**src/rtl/ps2_key_sequencer.sv**
```systemverilog
// ps2_key_sequencer
//   Receives raw PS/2 keyboard frames and checks them (start, odd parity, stop,
//   inter-edge timeout). It strips the E0 (extended) and F0 (break) prefixes
//   and presents one key event at a time over a valid/ready handshake. It also
//   tracks a "jump held" level for W (1D) or extended Up-arrow (E0 75).
//
// Ports
//   clk, rst_n           system clock, synchronous active-low reset
//   ps2_clk, ps2_data    raw asynchronous PS/2 lines
//   scan_code[7:0]       scan code of the presented event, prefixes removed
//   key_release          1 = break event, 0 = make event
//   key_ext              1 = event was E0-prefixed
//   key_valid/key_ready  event handshake
//   jump_held            level: W or extended Up currently held
//   frame_err            sticky: start/parity/stop error or timeout abort
//   overflow             sticky: event dropped while the output was still held
//   err_clr              clears frame_err and overflow (a new set wins)
module ps2_key_sequencer #(
  parameter int unsigned CLK_HZ         = 50000000,
  parameter int unsigned TIMEOUT_CYCLES = 50000,
  parameter int unsigned CNT_W          = 16
) (
  input  logic       clk,
  input  logic       rst_n,
  input  logic       ps2_clk,
  input  logic       ps2_data,
  output logic [7:0] scan_code,
  output logic       key_release,
  output logic       key_ext,
  output logic       key_valid,
  input  logic       key_ready,
  output logic       jump_held,
  output logic       frame_err,
  output logic       overflow,
  input  logic       err_clr
);

  localparam logic [CNT_W-1:0] TO_LAST = CNT_W'(TIMEOUT_CYCLES - 1);

  localparam logic [1:0] RX_IDLE   = 2'd0;
  localparam logic [1:0] RX_DATA   = 2'd1;
  localparam logic [1:0] RX_PARITY = 2'd2;
  localparam logic [1:0] RX_STOP   = 2'd3;

  localparam logic [1:0] D_IDLE    = 2'd0;
  localparam logic [1:0] D_EXT     = 2'd1;
  localparam logic [1:0] D_BRK     = 2'd2;
  localparam logic [1:0] D_EXT_BRK = 2'd3;

  // ---------------------------------------------------------------------------
  // Input synchronisers: [1:0] is the 2-FF synchroniser, [2] the edge stage.
  // ---------------------------------------------------------------------------
  logic [2:0] clk_sync;
  logic [1:0] dat_sync;
  logic       ps2_fall;
  logic       bit_in;

  always_ff @(posedge clk) begin
    if (!rst_n) begin
      clk_sync <= '0;
      dat_sync <= '0;
    end else begin
      clk_sync <= {clk_sync[1:0], ps2_clk};
      dat_sync <= {dat_sync[0], ps2_data};
    end
  end

  assign ps2_fall = clk_sync[2] & ~clk_sync[1];
  assign bit_in   = dat_sync[1];

  // ---------------------------------------------------------------------------
  // Frame receiver
  // ---------------------------------------------------------------------------
  logic [1:0]       rx_state;
  logic [2:0]       bit_cnt;
  logic [7:0]       shreg;
  logic             par_ok;
  logic [CNT_W-1:0] to_cnt;
  logic             byte_strobe;
  logic [7:0]       rx_byte;
  logic             rx_err;

  always_ff @(posedge clk) begin
    if (!rst_n) begin
      rx_state    <= RX_IDLE;
      bit_cnt     <= '0;
      shreg       <= '0;
      par_ok      <= 1'b0;
      to_cnt      <= '0;
      byte_strobe <= 1'b0;
      rx_byte     <= '0;
      rx_err      <= 1'b0;
    end else begin
      byte_strobe <= 1'b0;
      rx_err      <= 1'b0;
      if (ps2_fall) begin
        to_cnt <= '0;
        case (rx_state)
          RX_IDLE: begin
            if (!bit_in) begin
              rx_state <= RX_DATA;
              bit_cnt  <= '0;
            end else begin
              rx_err <= 1'b1;
            end
          end
          RX_DATA: begin
            shreg   <= {bit_in, shreg[7:1]};
            bit_cnt <= bit_cnt + 3'd1;
            if (bit_cnt == 3'd7) rx_state <= RX_PARITY;
          end
          RX_PARITY: begin
            // odd parity: data bits plus parity bit must contain an odd count of ones
            par_ok   <= ^{shreg, bit_in};
            rx_state <= RX_STOP;
          end
          default: begin
            rx_state <= RX_IDLE;
            if (bit_in && par_ok) begin
              byte_strobe <= 1'b1;
              rx_byte     <= shreg;
            end else begin
              rx_err <= 1'b1;
            end
          end
        endcase
      end else if (rx_state != RX_IDLE) begin
        if (to_cnt == TO_LAST) begin
          rx_state <= RX_IDLE;
          to_cnt   <= '0;
          rx_err   <= 1'b1;
        end else begin
          to_cnt <= to_cnt + 1'b1;
        end
      end
    end
  end

  // ---------------------------------------------------------------------------
  // Prefix decoder
  // ---------------------------------------------------------------------------
  logic [1:0] d_state;
  logic [1:0] d_next;
  logic       emit;
  logic       emit_rel;
  logic       emit_ext;
  logic       discard;

  assign discard = (rx_byte == 8'hAA) || (rx_byte == 8'hFA) || (rx_byte == 8'hEE) ||
                   (rx_byte == 8'hFE) || (rx_byte == 8'h00) || (rx_byte == 8'hFF);

  always_comb begin
    d_next   = d_state;
    emit     = 1'b0;
    emit_rel = 1'b0;
    emit_ext = 1'b0;
    if (byte_strobe) begin
      case (d_state)
        D_IDLE: begin
          if (rx_byte == 8'hE0)      d_next = D_EXT;
          else if (rx_byte == 8'hF0) d_next = D_BRK;
          else if (!discard)         emit   = 1'b1;
        end
        D_EXT: begin
          if (rx_byte == 8'hF0) begin
            d_next = D_EXT_BRK;
          end else if (rx_byte != 8'hE0) begin
            emit     = 1'b1;
            emit_ext = 1'b1;
            d_next   = D_IDLE;
          end
        end
        D_BRK: begin
          emit     = 1'b1;
          emit_rel = 1'b1;
          d_next   = D_IDLE;
        end
        default: begin
          emit     = 1'b1;
          emit_rel = 1'b1;
          emit_ext = 1'b1;
          d_next   = D_IDLE;
        end
      endcase
    end
  end

  // ---------------------------------------------------------------------------
  // Output holding register, handshake, held-key tracking, sticky flags
  // ---------------------------------------------------------------------------
  logic w_held;
  logic up_held;

  always_ff @(posedge clk) begin
    if (!rst_n) begin
      d_state     <= D_IDLE;
      scan_code   <= '0;
      key_release <= 1'b0;
      key_ext     <= 1'b0;
      key_valid   <= 1'b0;
      w_held      <= 1'b0;
      up_held     <= 1'b0;
      frame_err   <= 1'b0;
      overflow    <= 1'b0;
    end else begin
      d_state <= d_next;

      if (emit) begin
        if (!key_valid || key_ready) begin
          scan_code   <= rx_byte;
          key_release <= emit_rel;
          key_ext     <= emit_ext;
          key_valid   <= 1'b1;
        end
      end else if (key_valid && key_ready) begin
        key_valid <= 1'b0;
      end

      // held-key state follows every emitted event, even one dropped for overflow
      if (emit && (rx_byte == 8'h1D) && !emit_ext) w_held  <= !emit_rel;
      if (emit && (rx_byte == 8'h75) &&  emit_ext) up_held <= !emit_rel;

      if (emit && key_valid && !key_ready) overflow <= 1'b1;
      else if (err_clr)                    overflow <= 1'b0;

      if (rx_err)       frame_err <= 1'b1;
      else if (err_clr) frame_err <= 1'b0;
    end
  end

  assign jump_held = w_held | up_held;

endmodule

```
**config.mk**
```make
export PLATFORM = sky130hd
export DESIGN_NAME = ps2_key_sequencer
export DESIGN_NICKNAME = d
export VERILOG_FILES = /design/src/rtl/ps2_key_sequencer.sv
export SDC_FILE = /design/constraint.sdc
export NUM_CORES = 1
export LEC_CHECK = 0
export BUFFER_PORTS_ARGS = -buffer_cell sky130_fd_sc_hd__buf_4
export CORE_AREA = 2 2 72 74
export CTS_CLUSTER_SIZE = 12
export DETAILED_ROUTE_END_ITERATION = 8
export DIE_AREA = 0 0 74 76
export GPL_TIMING_DRIVEN = 0
export PLACE_DENSITY = 0.76
export SLEW_MARGIN = 20
export SYNTH_ARGS = -nofsm -noshare
export SYNTH_HDL_FRONTEND = slang
export SYNTH_SLANG_ARGS = --single-unit
```
**constraint.sdc**
```tcl
create_clock -name clk -period 1.9 [get_ports clk]
set_clock_uncertainty 0.05 [all_clocks]
set_input_delay 0.19 -clock clk [delete_from_list [all_inputs] [get_ports clk]]
set_output_delay 0.19 -clock clk [all_outputs]
set_load 0.05 [all_outputs]
```
==> run summary <==
Setup TNS: 0 ns
Die height: 76 um
First-pass GRT wire length: 9200 um
Most frequent cells in the layout: dfxtp_1 (59), nand2_1 (37), nor2_1 (35)
Mapped Area: 2750 sq um
Comb pwr share: 2.5%
Distinct cells, synth: 41
Least-Margin Pin Slew: 0.561 ns
I/O Pins: 20
Vias: 2,247
First-iteration detailed-routing DRC count: 110
Most used routing layer: met2
FMAX: 0.550 GHz
Final HPWL DP: 3610 um
Antenna diode count: 0
Insertion delay to the later sink of the worst-skew pair: 0.33 ns
CTS tree: done
Vias per std cell: 5.36
Hold Crit Depth: 2
Crit path time final: 1.82 ns
Pleak: 1.30 nW
Register area share after synthesis: 45.2%
Seq cells post-synth: 62
Sw Share: 21.3%
Final worst path period share: 95.7%
R2R setup slack: 0.08 ns
Int Pwr: 2.00 mW
Synthesis warning total: 0
Number of global-route vias before repair: 2,011
Flop pwr share: 51.5%
Wirelength per Cell: 13.2 um
Slew Viols, Final: 0
Die width: 74 um
Mapped Avg Cell Area: 8.89 sq um
Final Hold Vio Count: 0
CTS root buf: clkbuf_8
GRT Residual Overflow: 0
RR Startpoint: rx_state[0]
RR Endpoint: rx_state[1]
Worst Path Max Fanout: 4
Initial DRT Pass Iterations: 4
Share of layout cells above drive strength 1: 17.8%
Syn_nets: 322
Number of clock sinks: 62
Rel. slew slack: 62.6%
Tightest Hold Check Type: in -> reg
Initial Utilization: 55.9%
Worst path required time: 2.10 ns
Status: finished, final reports clean
Placer Congestion: 0.821
Mapped Cells: 309
WS Path Type: reg -> reg
Worst Path Arrival: 2.02 ns
Core Rows: 26
PwrDens: 772 nW/um^2
Antenna violations before repair: 0
Post-route ant nets: 0
Clock Tree Buf Depth: 2
Worst hold start: ps2_clk
Startpoint Class: register
GRT Total Usage: 21.0%
Routing usage on met3: 5.03%
Worst vdd ir: 0.000513 V
Nets: 357
Die area: 5620 sq um
Min-Delay Endpoint: clk_sync[0]
Setup-failing EPs final: 0
Worst-path clk slew: 0.07 ns
Hold Buf Count CTS: 0
Leading cell type in the layout, fill and taps excluded: dfxtp_1
GR Util met2: 30.6%
Layout area overhead: 19.6%
Switching Power: 0.540 mW
Largest net degree at the start of global routing: 11
Setup crit end kind: register
Core Box Area: 4910 sq um
Hold WS: 0.0129 ns
Maxcap violations: 0
H-tree levels: 3
Final WL: 5520 um
Met1 Usage GRT: 29.0%
IO buf count: 19
TritonCTS buffer count: 9
# DRC: 0
Clock power share: 46.0%
R2r worst-path depth: 8
-- critical path: stages (launching register included) --
cell and delay (ns):
dfxtp_1 0.37, inv_1 0.09, ha_1 0.23, and4b_1 0.30, nand4_1 0.10, buf_4 0.19, a21oi_4 0.18, nand4_1 0.12
o31ai_1 0.10
-- flip-flops by register name, summed over array words and instances, names as in the netlist, 2 cells and up --
| register | count |
|---|---|
| rx_state | 2 |
| rx_byte | 8 |
| d_state | 2 |
| scan_code | 8 |
| shreg | 8 |
| dat_sync | 2 |
| clk_sync | 3 |
| to_cnt | 16 |
| bit_cnt | 3 |
-- per-stage QoR --
stage	instances	setup WS, ns	power (mW)	instance area [sq um]	util (%)
after floorplan	309	0.160	1.37	2750	-
after global routing	419	-0.00523	2.61	3290	66.9
final	419	0.0821	2.54	3290	66.9
after detailed placement	398	-0.238	1.39	2980	60.6
after CTS	414	0.00914	2.56	3200	65.1
after global placement	398	-0.188	1.39	2980	60.6
-- routing by layer --
layer | part of all wire (%) | vias up
met4 | 1.5 | 0
met1 | 48 | 1063
met5 | 0 | -
met3 | 3.1 | 7
li1 | - | 1137
met2 | 47 | 40
-- power by group through the flow --
stage / Clock [mW] / Combinational [mW] / Sequential [mW]
after global routing: 1.23 / 0.0709 / 1.31
final: 1.17 / 0.0634 / 1.31
after global placement: 0 / 0.0589 / 1.33
after CTS: 1.19 / 0.0614 / 1.31
after floorplan: 0 / 0.0367 / 1.33
after detailed placement: 0 / 0.0595 / 1.33
-- cell type report --
cell class                 count  area [sq um]
tap                           70          87.6
clock buffer                  12           155
clock inverter                 4          45.0
fill                         389          1630
multi-input combinational    225          1470
buffer                        17          81.3
timing repair buffer          24           184
inverter                       5          18.8
sequential                    62          1240
-- worst max-delay path by stage --
stage                     slack, ns        start     endpoint
after floorplan                0.16  rx_state[0]   to_cnt[10]
after global placement        -0.19  rx_state[0]    to_cnt[4]
after detailed placement      -0.24  rx_state[0]    to_cnt[7]
after CTS                     0.009  rx_state[0]   to_cnt[12]
after global routing         -0.005  rx_state[0]   to_cnt[12]
final                          0.08  rx_state[0]  rx_state[1]
-- cells by family after synthesis --
family / Yosys count / share of synthesized area [%]
xor gates and xnor gates: 22 / 7.51
muxes: 20 / 7.29
DFF: 62 / 45.2
and+or+nand+nor: 143 / 25.8
buffers and inverters: 22 / 3.41
AOI/OAI and AO/OA: 33 / 7.61
adders and majority gates: 7 / 3.19
-- synthesized netlist by cell type --
master | count | share of area, %
ha_1 | 7 | 3.2
or3_1 | 1 | 0.23
a21oi_1 | 15 | 2.7
or2_1 | 1 | 0.23
o311ai_0 | 1 | 0.32
o21ai_0 | 4 | 0.73
nor2b_1 | 4 | 0.91
o41a_1 | 1 | 0.41
nor3b_1 | 2 | 0.55
and4_1 | 4 | 1.3
nor3_1 | 3 | 0.55
xor2_1 | 12 | 3.8
xnor3_1 | 1 | 0.82
nor4b_1 | 1 | 0.32
a22oi_1 | 4 | 1.1
or2_2 | 1 | 0.23
nand4_1 | 4 | 0.91
nand3_1 | 23 | 4.2
buf_2 | 3 | 0.55
mux2i_1 | 20 | 7.3
a311oi_1 | 2 | 0.64
buf_1 | 1 | 0.14
nor4_1 | 2 | 0.46
nand2_1 | 38 | 5.2
and3_1 | 4 | 0.91
xnor2_1 | 9 | 2.9
nand4b_1 | 3 | 0.96
or4_1 | 2 | 0.55
a21oi_2 | 1 | 0.32
a2111oi_0 | 1 | 0.32
dfxtp_1 | 62 | 45
o31ai_1 | 3 | 0.82
and4b_1 | 2 | 0.73
and2_1 | 5 | 1.1
nand2b_1 | 6 | 1.4
clkbuf_1 | 12 | 1.6
nor2_2 | 1 | 0.23
a31oi_1 | 1 | 0.23
nor2_1 | 36 | 4.9
inv_1 | 5 | 0.68
buf_6 | 1 | 0.41
-- what timing repair did --
action	4_1_cts	5_1_grt
cloned	0	1
pin swaps	0	3
buffers inserted	0	4
gates resized for setup	6	23
endpoints found under the setup margin	22	27
hold endpoints to repair	0	0
No activity file was read; power rests on OpenSTA's default activity.
